===== config.mk =====
export PLATFORM = sky130hd
export DESIGN_NAME = tt_scan_flat
export DESIGN_NICKNAME = d
export VERILOG_FILES = /design/src/rtl/tt_scan_pkg.sv /design/src/rtl/tt_scan_if.sv /design/src/rtl/tt_scan_cmp.sv /design/src/rtl/tt_scan.sv /design/src/flat_wrapper.sv
export SDC_FILE = /design/constraint.sdc
export NUM_CORES = 1
export LEC_CHECK = 0
export ABC_AREA = 1
export ABC_CLOCK_PERIOD_IN_PS = 1850
export CORE_UTILIZATION = 30
export DETAILED_ROUTE_END_ITERATION = 6
export GPL_ROUTABILITY_DRIVEN = 0
export MAX_ROUTING_LAYER = met4
export PLACE_DENSITY = 0.51
export SLEW_MARGIN = 15
export SYNTH_ARGS = -nofsm -noshare
export SYNTH_HDL_FRONTEND = slang
export SYNTH_SLANG_ARGS = --single-unit

===== constraint.sdc =====
create_clock -name clk -period 1.85 [get_ports clk]
set_clock_uncertainty 0.15 [all_clocks]
set_input_delay 0.37 -clock clk [delete_from_list [all_inputs] [get_ports clk]]
set_output_delay 0.37 -clock clk [all_outputs]
set_load 0.05 [all_outputs]

===== src/rtl/tt_scan_pkg.sv =====
// Shared types and constants for the tt_scan truth-table scanner.
package tt_scan_pkg;

  // Cell under scan: 4 input bits, so a 16-entry truth table.
  localparam int TT_W = 4;
  localparam int TT_N = 16;

  // Legal settle range is 1..15, so the settle counter needs 4 bits.
  localparam int SETTLE_MAX = 15;
  localparam int CNT_W      = $clog2(SETTLE_MAX + 1);

  // Mismatch counter must be able to represent TT_N itself (all bits wrong).
  localparam int ERR_W = $clog2(TT_N + 1);

  typedef logic [TT_W-1:0] idx_t;

  typedef enum logic [1:0] {
    ST_IDLE,
    ST_SETTLE,
    ST_SAMPLE,
    ST_DONE
  } state_t;

endpackage


===== src/rtl/tt_scan_if.sv =====
// Signal bundle between the scanner and its environment (cell under scan,
// requester and result consumer). The scanner takes the slave side.
interface tt_scan_if;
  import tt_scan_pkg::*;

  logic              start;
  idx_t              x;
  logic              y;
  logic              busy;
  logic              done;
  logic [TT_N-1:0]   tt;
  logic              ok;
  logic [ERR_W-1:0]  err_cnt;
  idx_t              first_err;

  // Environment side: requests scans, models the cell, reads the results.
  modport master (
    output start,
    output y,
    input  x,
    input  busy,
    input  done,
    input  tt,
    input  ok,
    input  err_cnt,
    input  first_err
  );

  // Scanner side.
  modport slave (
    input  start,
    input  y,
    output x,
    output busy,
    output done,
    output tt,
    output ok,
    output err_cnt,
    output first_err
  );

endinterface


===== src/rtl/tt_scan_cmp.sv =====
// tt_cmp: per-sample comparator against the expected table. Accumulates the
// mismatch count, remembers the lowest failing index and produces the pass
// flag on the final sample so it is already valid while done is high.
module tt_cmp
  import tt_scan_pkg::*;
#(
  parameter logic [TT_N-1:0] EXP = '0
) (
  input  logic             clk,
  input  logic             rst,
  input  logic             i_clr,
  input  logic             i_smp,
  input  logic             i_last,
  input  idx_t             i_idx,
  input  logic             i_y,
  output logic             o_ok,
  output logic [ERR_W-1:0] o_err_cnt,
  output idx_t             o_first_err
);

  logic [ERR_W-1:0] r_err_cnt;
  idx_t             r_first_err;
  logic             r_ok;

  logic             w_mis;
  logic [ERR_W-1:0] w_err_nxt;

  assign w_mis     = i_smp & (i_y != EXP[i_idx]);
  assign w_err_nxt = r_err_cnt + ERR_W'(w_mis);

  // Accumulate mismatches; clear on reset or on an accepted start.
  always_ff @(posedge clk) begin
    if (rst || i_clr) begin
      r_err_cnt   <= '0;
      r_first_err <= '0;
      r_ok        <= 1'b0;
    end else begin
      if (w_mis) begin
        r_err_cnt <= w_err_nxt;
        if (r_err_cnt == '0) begin
          r_first_err <= i_idx;
        end
      end
      // Final count includes the last sample, so judge it here.
      if (i_smp && i_last) begin
        r_ok <= (w_err_nxt == '0);
      end
    end
  end

  assign o_ok        = r_ok;
  assign o_err_cnt   = r_err_cnt;
  assign o_first_err = r_first_err;

endmodule


===== src/rtl/tt_scan.sv =====
// tt_scan: steps x through all 16 codes, waits SETTLE cycles per code and
// samples y into a 16-bit truth table. The optional comparison against EXP
// is built only when TT_SCAN_COMPARE_EN is defined; otherwise ok, err_cnt
// and first_err are tied to 0.
module tt_scan
  import tt_scan_pkg::*;
#(
  parameter int              SETTLE = 2,      // 1..15
  parameter logic [TT_N-1:0] EXP    = '0
) (
  input  logic      clk,
  input  logic      rst,
  tt_scan_if.slave  bus
);

  localparam logic [CNT_W-1:0] CNT_LAST = CNT_W'(SETTLE - 1);
  localparam idx_t             X_LAST   = idx_t'(TT_N - 1);

  state_t           r_state;
  state_t           w_state_nxt;
  idx_t             r_x;
  logic [CNT_W-1:0] r_cnt;
  logic [TT_N-1:0]  r_tt;

  logic w_load;
  logic w_sample;
  logic w_busy;
  logic w_done;
  logic w_last;
  logic w_cnt_last;

  assign w_last     = (r_x == X_LAST);
  assign w_cnt_last = (r_cnt == CNT_LAST);

  // State register.
  // NOTE: sequential state uses non-blocking assignments so every flop
  // samples pre-edge values regardless of statement order.
  always_ff @(posedge clk) begin
    if (rst) begin
      r_state <= ST_IDLE;
    end else begin
      r_state <= w_state_nxt;
    end
  end

  // Next-state logic; start outside IDLE is simply not looked at.
  // NOTE: default assignment first so no path leaves w_state_nxt unassigned
  // (which would infer a latch).
  always_comb begin
    w_state_nxt = r_state;
    case (r_state)
      ST_IDLE:   if (bus.start)  w_state_nxt = ST_SETTLE;
      ST_SETTLE: if (w_cnt_last) w_state_nxt = ST_SAMPLE;
      ST_SAMPLE: w_state_nxt = w_last ? ST_DONE : ST_SETTLE;
      ST_DONE:   w_state_nxt = ST_IDLE;
      default:   w_state_nxt = ST_IDLE;
    endcase
  end

  // Output decode from the current state.
  always_comb begin
    w_load   = 1'b0;
    w_sample = 1'b0;
    w_busy   = 1'b0;
    w_done   = 1'b0;
    case (r_state)
      ST_IDLE:   w_load = bus.start;
      ST_SETTLE: w_busy = 1'b1;
      ST_SAMPLE: begin
        w_busy   = 1'b1;
        w_sample = 1'b1;
      end
      ST_DONE: begin
        w_busy = 1'b1;
        w_done = 1'b1;
      end
      default: ;
    endcase
  end

  // Stimulus index, settle counter and captured table.
  // NOTE: the table is an observable output, so it is reset with the rest of
  // the datapath rather than left to power-up state.
  always_ff @(posedge clk) begin
    if (rst || w_load) begin
      r_x   <= '0;
      r_cnt <= '0;
      r_tt  <= '0;
    end else if (w_sample) begin
      r_tt[r_x] <= bus.y;
      // x parks at 15 after the last code; it never wraps.
      if (!w_last) begin
        r_x   <= r_x + idx_t'(1);
        r_cnt <= '0;
      end
    end else if (r_state == ST_SETTLE) begin
      r_cnt <= r_cnt + CNT_W'(1);
    end
  end

  assign bus.x    = r_x;
  assign bus.busy = w_busy;
  assign bus.done = w_done;
  assign bus.tt   = r_tt;

`ifdef TT_SCAN_COMPARE_EN
  tt_cmp #(
    .EXP (EXP)
  ) u_cmp (
    .clk         (clk),
    .rst         (rst),
    .i_clr       (w_load),
    .i_smp       (w_sample),
    .i_last      (w_last),
    .i_idx       (r_x),
    .i_y         (bus.y),
    .o_ok        (bus.ok),
    .o_err_cnt   (bus.err_cnt),
    .o_first_err (bus.first_err)
  );
`else
  // Comparison not built: EXP has no consumer.
  logic w_exp_unused;
  assign w_exp_unused  = ^EXP;
  assign bus.ok        = 1'b0;
  assign bus.err_cnt   = '0;
  assign bus.first_err = '0;
`endif

endmodule


===== src/flat_wrapper.sv =====
// flat-port wrapper written by rule: the top's interface ports become plain ports
module tt_scan_flat import tt_scan_pkg::*;
#(
  parameter int              SETTLE = 2,              
  parameter logic [TT_N-1:0] EXP    = '0
)
  (clk, rst, bus_start, bus_y, bus_x, bus_busy, bus_done, bus_tt, bus_ok, bus_err_cnt, bus_first_err);
  tt_scan_if bus_i ();
  input  logic clk;
  input  logic rst;
  input wire logic [$bits(bus_i.start)-1:0] bus_start;
  input wire logic [$bits(bus_i.y)-1:0] bus_y;
  output wire logic [$bits(bus_i.x)-1:0] bus_x;
  output wire logic [$bits(bus_i.busy)-1:0] bus_busy;
  output wire logic [$bits(bus_i.done)-1:0] bus_done;
  output wire logic [$bits(bus_i.tt)-1:0] bus_tt;
  output wire logic [$bits(bus_i.ok)-1:0] bus_ok;
  output wire logic [$bits(bus_i.err_cnt)-1:0] bus_err_cnt;
  output wire logic [$bits(bus_i.first_err)-1:0] bus_first_err;
  assign bus_i.start = bus_start;
  assign bus_i.y = bus_y;
  assign bus_x = bus_i.x;
  assign bus_busy = bus_i.busy;
  assign bus_done = bus_i.done;
  assign bus_tt = bus_i.tt;
  assign bus_ok = bus_i.ok;
  assign bus_err_cnt = bus_i.err_cnt;
  assign bus_first_err = bus_i.first_err;
  tt_scan #(.SETTLE(SETTLE), .EXP(EXP)) u_core (.clk(clk), .rst(rst), .bus(bus_i));
endmodule

Yosys cells after proc, flatten, opt, wreduce, memory -nomap -nowiden
Cells that the tools add are included.
{"block": "word_totals", "wordCells": 39, "memories": 0, "latch_bits": 0, "ram_bits": 0, "in_bits": 4, "romBits": 0, "regBits": 26}
{"block": "classes", "n_eq_ne": 8, "div": 0, "n_addsub": 2, "n_reduce_logical": 8, "n_lt_le_gt_ge": 2, "bitwise_logic": 1, "shifts": 0, "multipliers": 0, "mux": 14}
{"operator": "16-bit bitwise mux", "n": 1}
{"operator": "4-bit two-way mux", "n": 3}
{"operator": "4-bit by 1-bit adder with 4-bit output (second input constant)", "n": 2}
{"operator": "2-bit one-hot mux with 4 select lines", "n": 1}
{"operator": "2-bit two-way mux", "n": 3}
{"operator": "2-bit AND reduction", "n": 3}
{"operator": "4-bit by 5-bit less-than comparator with 1-bit output (second input constant)", "n": 1}
{"operator": "1-bit two-way mux", "n": 5}
{"operator": "1-bit demux with 4-bit select", "n": 1}
{"operator": "2-bit == test (second input constant)", "n": 2}
{"operator": "4-bit by 1-bit == test with 1-bit output (second input constant)", "n": 1}
{"operator": "4-bit == test (second input constant)", "n": 1}
{"operator": "4-bit by 1-bit >= comparator with 1-bit output (second input constant)", "n": 1}
{"operator": "2-bit inequality test (second input constant)", "n": 2}
{"operator": "3-bit OR reduction", "n": 1}
{"operator": "2-bit by 1-bit == test with 1-bit output (second input constant)", "n": 1}
{"operator": "2-bit logical NOT", "n": 1}
{"operator": "2-bit by 1-bit inequality test with 1-bit output (second input constant)", "n": 1}
{"operator": "2-bit nonzero test", "n": 1}
{"operator": "1-bit logical AND", "n": 1}
{"operator": "1-bit logical OR", "n": 1}
{"operator": "1-bit NOT", "n": 1}

Longest topological paths before layout
{"block": "logic_depth", "word_depth": 5, "depth_mapped": 8, "mapped_depth_nobuf": 6}

Least setup slack after synthesis
OpenSTA, ideal clock, no wires.
{"block": "synth_path", "path_type": "register to register", "from": "register u_core.r_x[0], in the netlist u_core.bus.x[0]", "to": "register u_core.r_tt[12], in the netlist u_core.bus.tt[12]", "path_stages_with_launch": 7, "setup_ns": 0.118, "period_less_slack_ns": 1.728, "slack_ns": 0.122, "path_buffers": 0, "t_required_ns": 1.582, "arrival_time_ns": 1.460, "path_cell_list": "dfxtp_1 inv_1 ha_1 nand3_1 nor2_1 o21ai_0 nor2_1"}
{"block": "synth_via", "elab_chain_cells": 5, "word_cells_on_any_way": 6, "cone_classes": "order compare: 2; mux: 3; reduce/logical: 1"}
{"item": "start, declared", "line": "tt_scan.sv:21", "text": "idx_t r_x;"}
{"item": "start signal, assigned", "line": "tt_scan.sv:93", "text": "r_x <= r_x + idx_t'(1);"}
{"item": "4-bit by 5-bit less-than comparator with 1-bit output (not written as such) / 4-bit by 1-bit >= comparator with 1-bit output (equally long branches)", "line": "tt_scan.sv:90", "text": "r_tt[r_x] <= bus.y;"}
{"item": "1-bit logical AND (not written as such)", "line": "tt_scan.sv:90"}
{"item": "1-bit two-way mux (not written as such)", "line": "tt_scan.sv:90"}
{"item": "1-bit demux with 4-bit select *"}
{"item": "16-bit bitwise mux *", "line": "tt_scan.sv:90"}
{"item": "end signal, assigned by index", "line": "tt_scan.sv:90"}
{"item": "end, declared", "line": "tt_scan.sv:23", "text": "logic [TT_N-1:0] r_tt;"}
Mark *: on every way between the ends. The rest lies on a longest branch, timed or not.
A chain may end at the register's enable or synchronous reset.

Worst setup path in the final report
{"block": "layout_path", "from": "register u_core.r_state[1]", "to": "output bus_busy"}
{"block": "layout_via", "elab_chain_cells": 3, "word_cells_on_any_way": 5, "cone_classes": "eq/ne: 3; mux: 1; reduce/logical: 1"}
{"item": "start, declared", "line": "tt_scan.sv:19", "text": "state_t r_state;"}
{"item": "start signal, assigned", "line": "tt_scan.sv:42", "text": "r_state <= w_state_nxt;"}
{"item": "2-bit == test / 2-bit by 1-bit == test with 1-bit output (equally long branches)", "line": "tt_scan.sv:66", "text": "case (r_state)"}
{"item": "3-bit OR reduction (no line) *"}
{"item": "1-bit two-way mux *", "line": "tt_scan.sv:66"}
{"item": "end, declared", "line": "flat_wrapper.sv:14", "text": "output wire logic [$bits(bus_i.busy)-1:0] bus_busy;"}
Marks and branches as above.

==> impl_metrics.toml <==
[run_status]
run_status = "complete, no violations"

[setup_path]
crit_type = "flop to primary output"
r2r-start = "u_core.bus.x[1]$_SDFFE_PP0P_"
startpoint = "u_core.r_state[1]$_SDFFE_PP0P_"
end_kind = "primary output"
cp.arrival_ns = 1.18
critPathLaunchType = "flop"
required_ns = 1.33
critPathMaxFanout = 7

[sta]
worst_slack_ns = 0.152
setup_violations = 0
hold_violations = 0
rsz0062_at_grt = "false"
tns_ns = 0
finalCritPeriodShare = 0.918
finalCriticalPeriod_ns = 1.70
fmax_mhz = 589
maxSlewViolCount = 0

[routing]
postRouteAntennaNets = 0
post-route-drc-count = 0
drtIter0Drc = 52
wire_per_inst_um = 10.6
dr_total_vias = 1165
routed_wl_um = 2730
firstDrtPassIters = 4
routed_via_density = 4.50

[placed_design]
io_buffers = 25
post-place-ws_ns = 0.168
dpl.hpwl_um = 1980
place_inst = 255

[finish]
layout_common_cells = "nor2_1 (45), dfxtp_1 (26), buf_4 (19)"
nNetsFinal = 220
final_cells = 259
drive_above_1_share = 0.177
layout_commonest_cell = "nor2_1"
antenna_cells = 0
synthToLayoutAreaGrowth_pct = 25.0

[synth]
yosysSeqAreaShare = 0.394
synth_area_leaders = "dfxtp_1 (39%), nor2_1 (13%), buf_4 (6.3%)"
synthesis.area_sq_um = 1320
syn_inst = 183
yosysUniqueCellTypes = 22
ys_seq_elements = 26
yosysTopAreaCellShare = 0.394
yosys_warnings = 0
synth.avg_cell_area_sq_um = 7.21
yosysTopAreaCell = "dfxtp_1"

[clock_tree]
cts_tree = "built"
postCtsSetupRepairBufs = 0
cts_max_level = 1
path_clk_slew_ns = 0.09
clock-root-buffer = "clkbuf_8"
clk_latency_ns = 0.27
clockBufferDepth = 2
cts_resized = 0
numCtsBuffers = 3
cts_hold_buf = 0
cts.sinks = 26

[flow_run]
drv_cap = 0

[power]
leakage_uw = 0.000734
totalPowerFinal_uw = 1130
vdd.ir_drop.worst_v = 0.000229
power.density_nw_per_um2 = 686

[hold_path]
hold_start = "u_core.r_cnt[3]$_SDFFE_PP0P_"
min_path_type = "flop to flop"

[floorplan]
dieArea_sq_um = 4670
rows = 23
start_util = 0.321
die_y_um = 68.3
boundaryPins = 36
core_area_sq_um = 4120
die_x_um = 68.3

[global_routing]
gr-usage-all-layers = 0.134
grt_overflow = 0
grt_max_degree = 21
grt_pass1_vias = 998
antenna_found_initial = 0
grt_pass1_wl_um = 4540
-- synth_stat cells --
cell type	count
nand2_1	14
nand2_2	3
nand4_1	2
inv_1	12
nor3b_1	1
xor2_1	1
buf_6	2
ha_1	6
inv_2	3
nor3_1	16
clkbuf_1	1
o21ai_0	15
nand3_1	10
o21ai_1	5
nand3_2	2
conb_1	1
buf_2	1
dfxtp_1	26
a21oi_1	5
nor2_1	45
buf_4	11
or2_0	1
-- path summary, 6_finish.rpt --
| kind | slack (ns) | endpoint | depth (start not counted) |
|---|---|---|---|
| max | 0.15 | bus_busy | 3 |
| min | 0.36 | u_core.r_cnt[3]$_SDFFE_PP0P_ | 2 |
| max reg2reg | 0.29 | u_core.bus.tt[9]$_SDFFE_PP0P_ | 6 |
| min reg2reg | 0.36 | u_core.r_cnt[3]$_SDFFE_PP0P_ | 2 |
-- power by group --
| group | switching (uW) | total [uW] | internal [uW] |
|---|---|---|---|
| Sequential | 12.7 | 580 | 568 |
| Clock | 183 | 374 | 190 |
| Combinational | 127 | 178 | 50.3 |
| Total | 323 | 1130 | 808 |
-- metal layers --
layer | vias up | track usage | share of wire
met5 | - | - | 0
met4 | 0 | 0.0469 | 0.0070
met3 | 2 | 0.0200 | 0.036
met2 | 29 | 0.207 | 0.43
met1 | 506 | 0.177 | 0.52
li1 | 628 | - | -
-- sequential cells by signal, summed over array words and instances (netlist names) --
register and cells:
u_core.bus.tt 16, u_core.bus.x 4, u_core.r_cnt 4, u_core.r_state 2
-- cell families after synthesis --
kind of cell / count (synthesis) / synth area share
adders and majority gates: 6 / 0.0569
DFF: 26 / 0.394
xor gates and xnor gates: 1 / 0.00664
AOI/OAI and AO/OA: 25 / 0.0948
and+or+nand+nor: 94 / 0.316
buffers and inverters: 30 / 0.129
other: 1 / 0.00284
-- critical path, cell delays in order (launching register included) --
cell and delay [ns]:
dfxtp_1 0.51, inv_2 0.11, nand2_1 0.14, buf_12 0.15
-- per-stage QoR --
step / cell area, sq um / utilization / hold slack, ns
floorplan: 1350 / - / 0.289
global placement: 1600 / 0.388 / 0.348
detailed placement: 1600 / 0.388 / 0.343
CTS: 1650 / 0.401 / 0.356
global route: 1650 / 0.401 / 0.403
finish: 1650 / 0.401 / 0.360
-- cell type report --
cell class,instances,area [sq um]
flip-flops and latches,26,520
clock buffers,4,55.1
well taps,50,62.6
inverters,15,56.3
repair buffers,28,293
fillers,455,2460
multi-input cells,136,663
(Power assumes the default switching activity.)
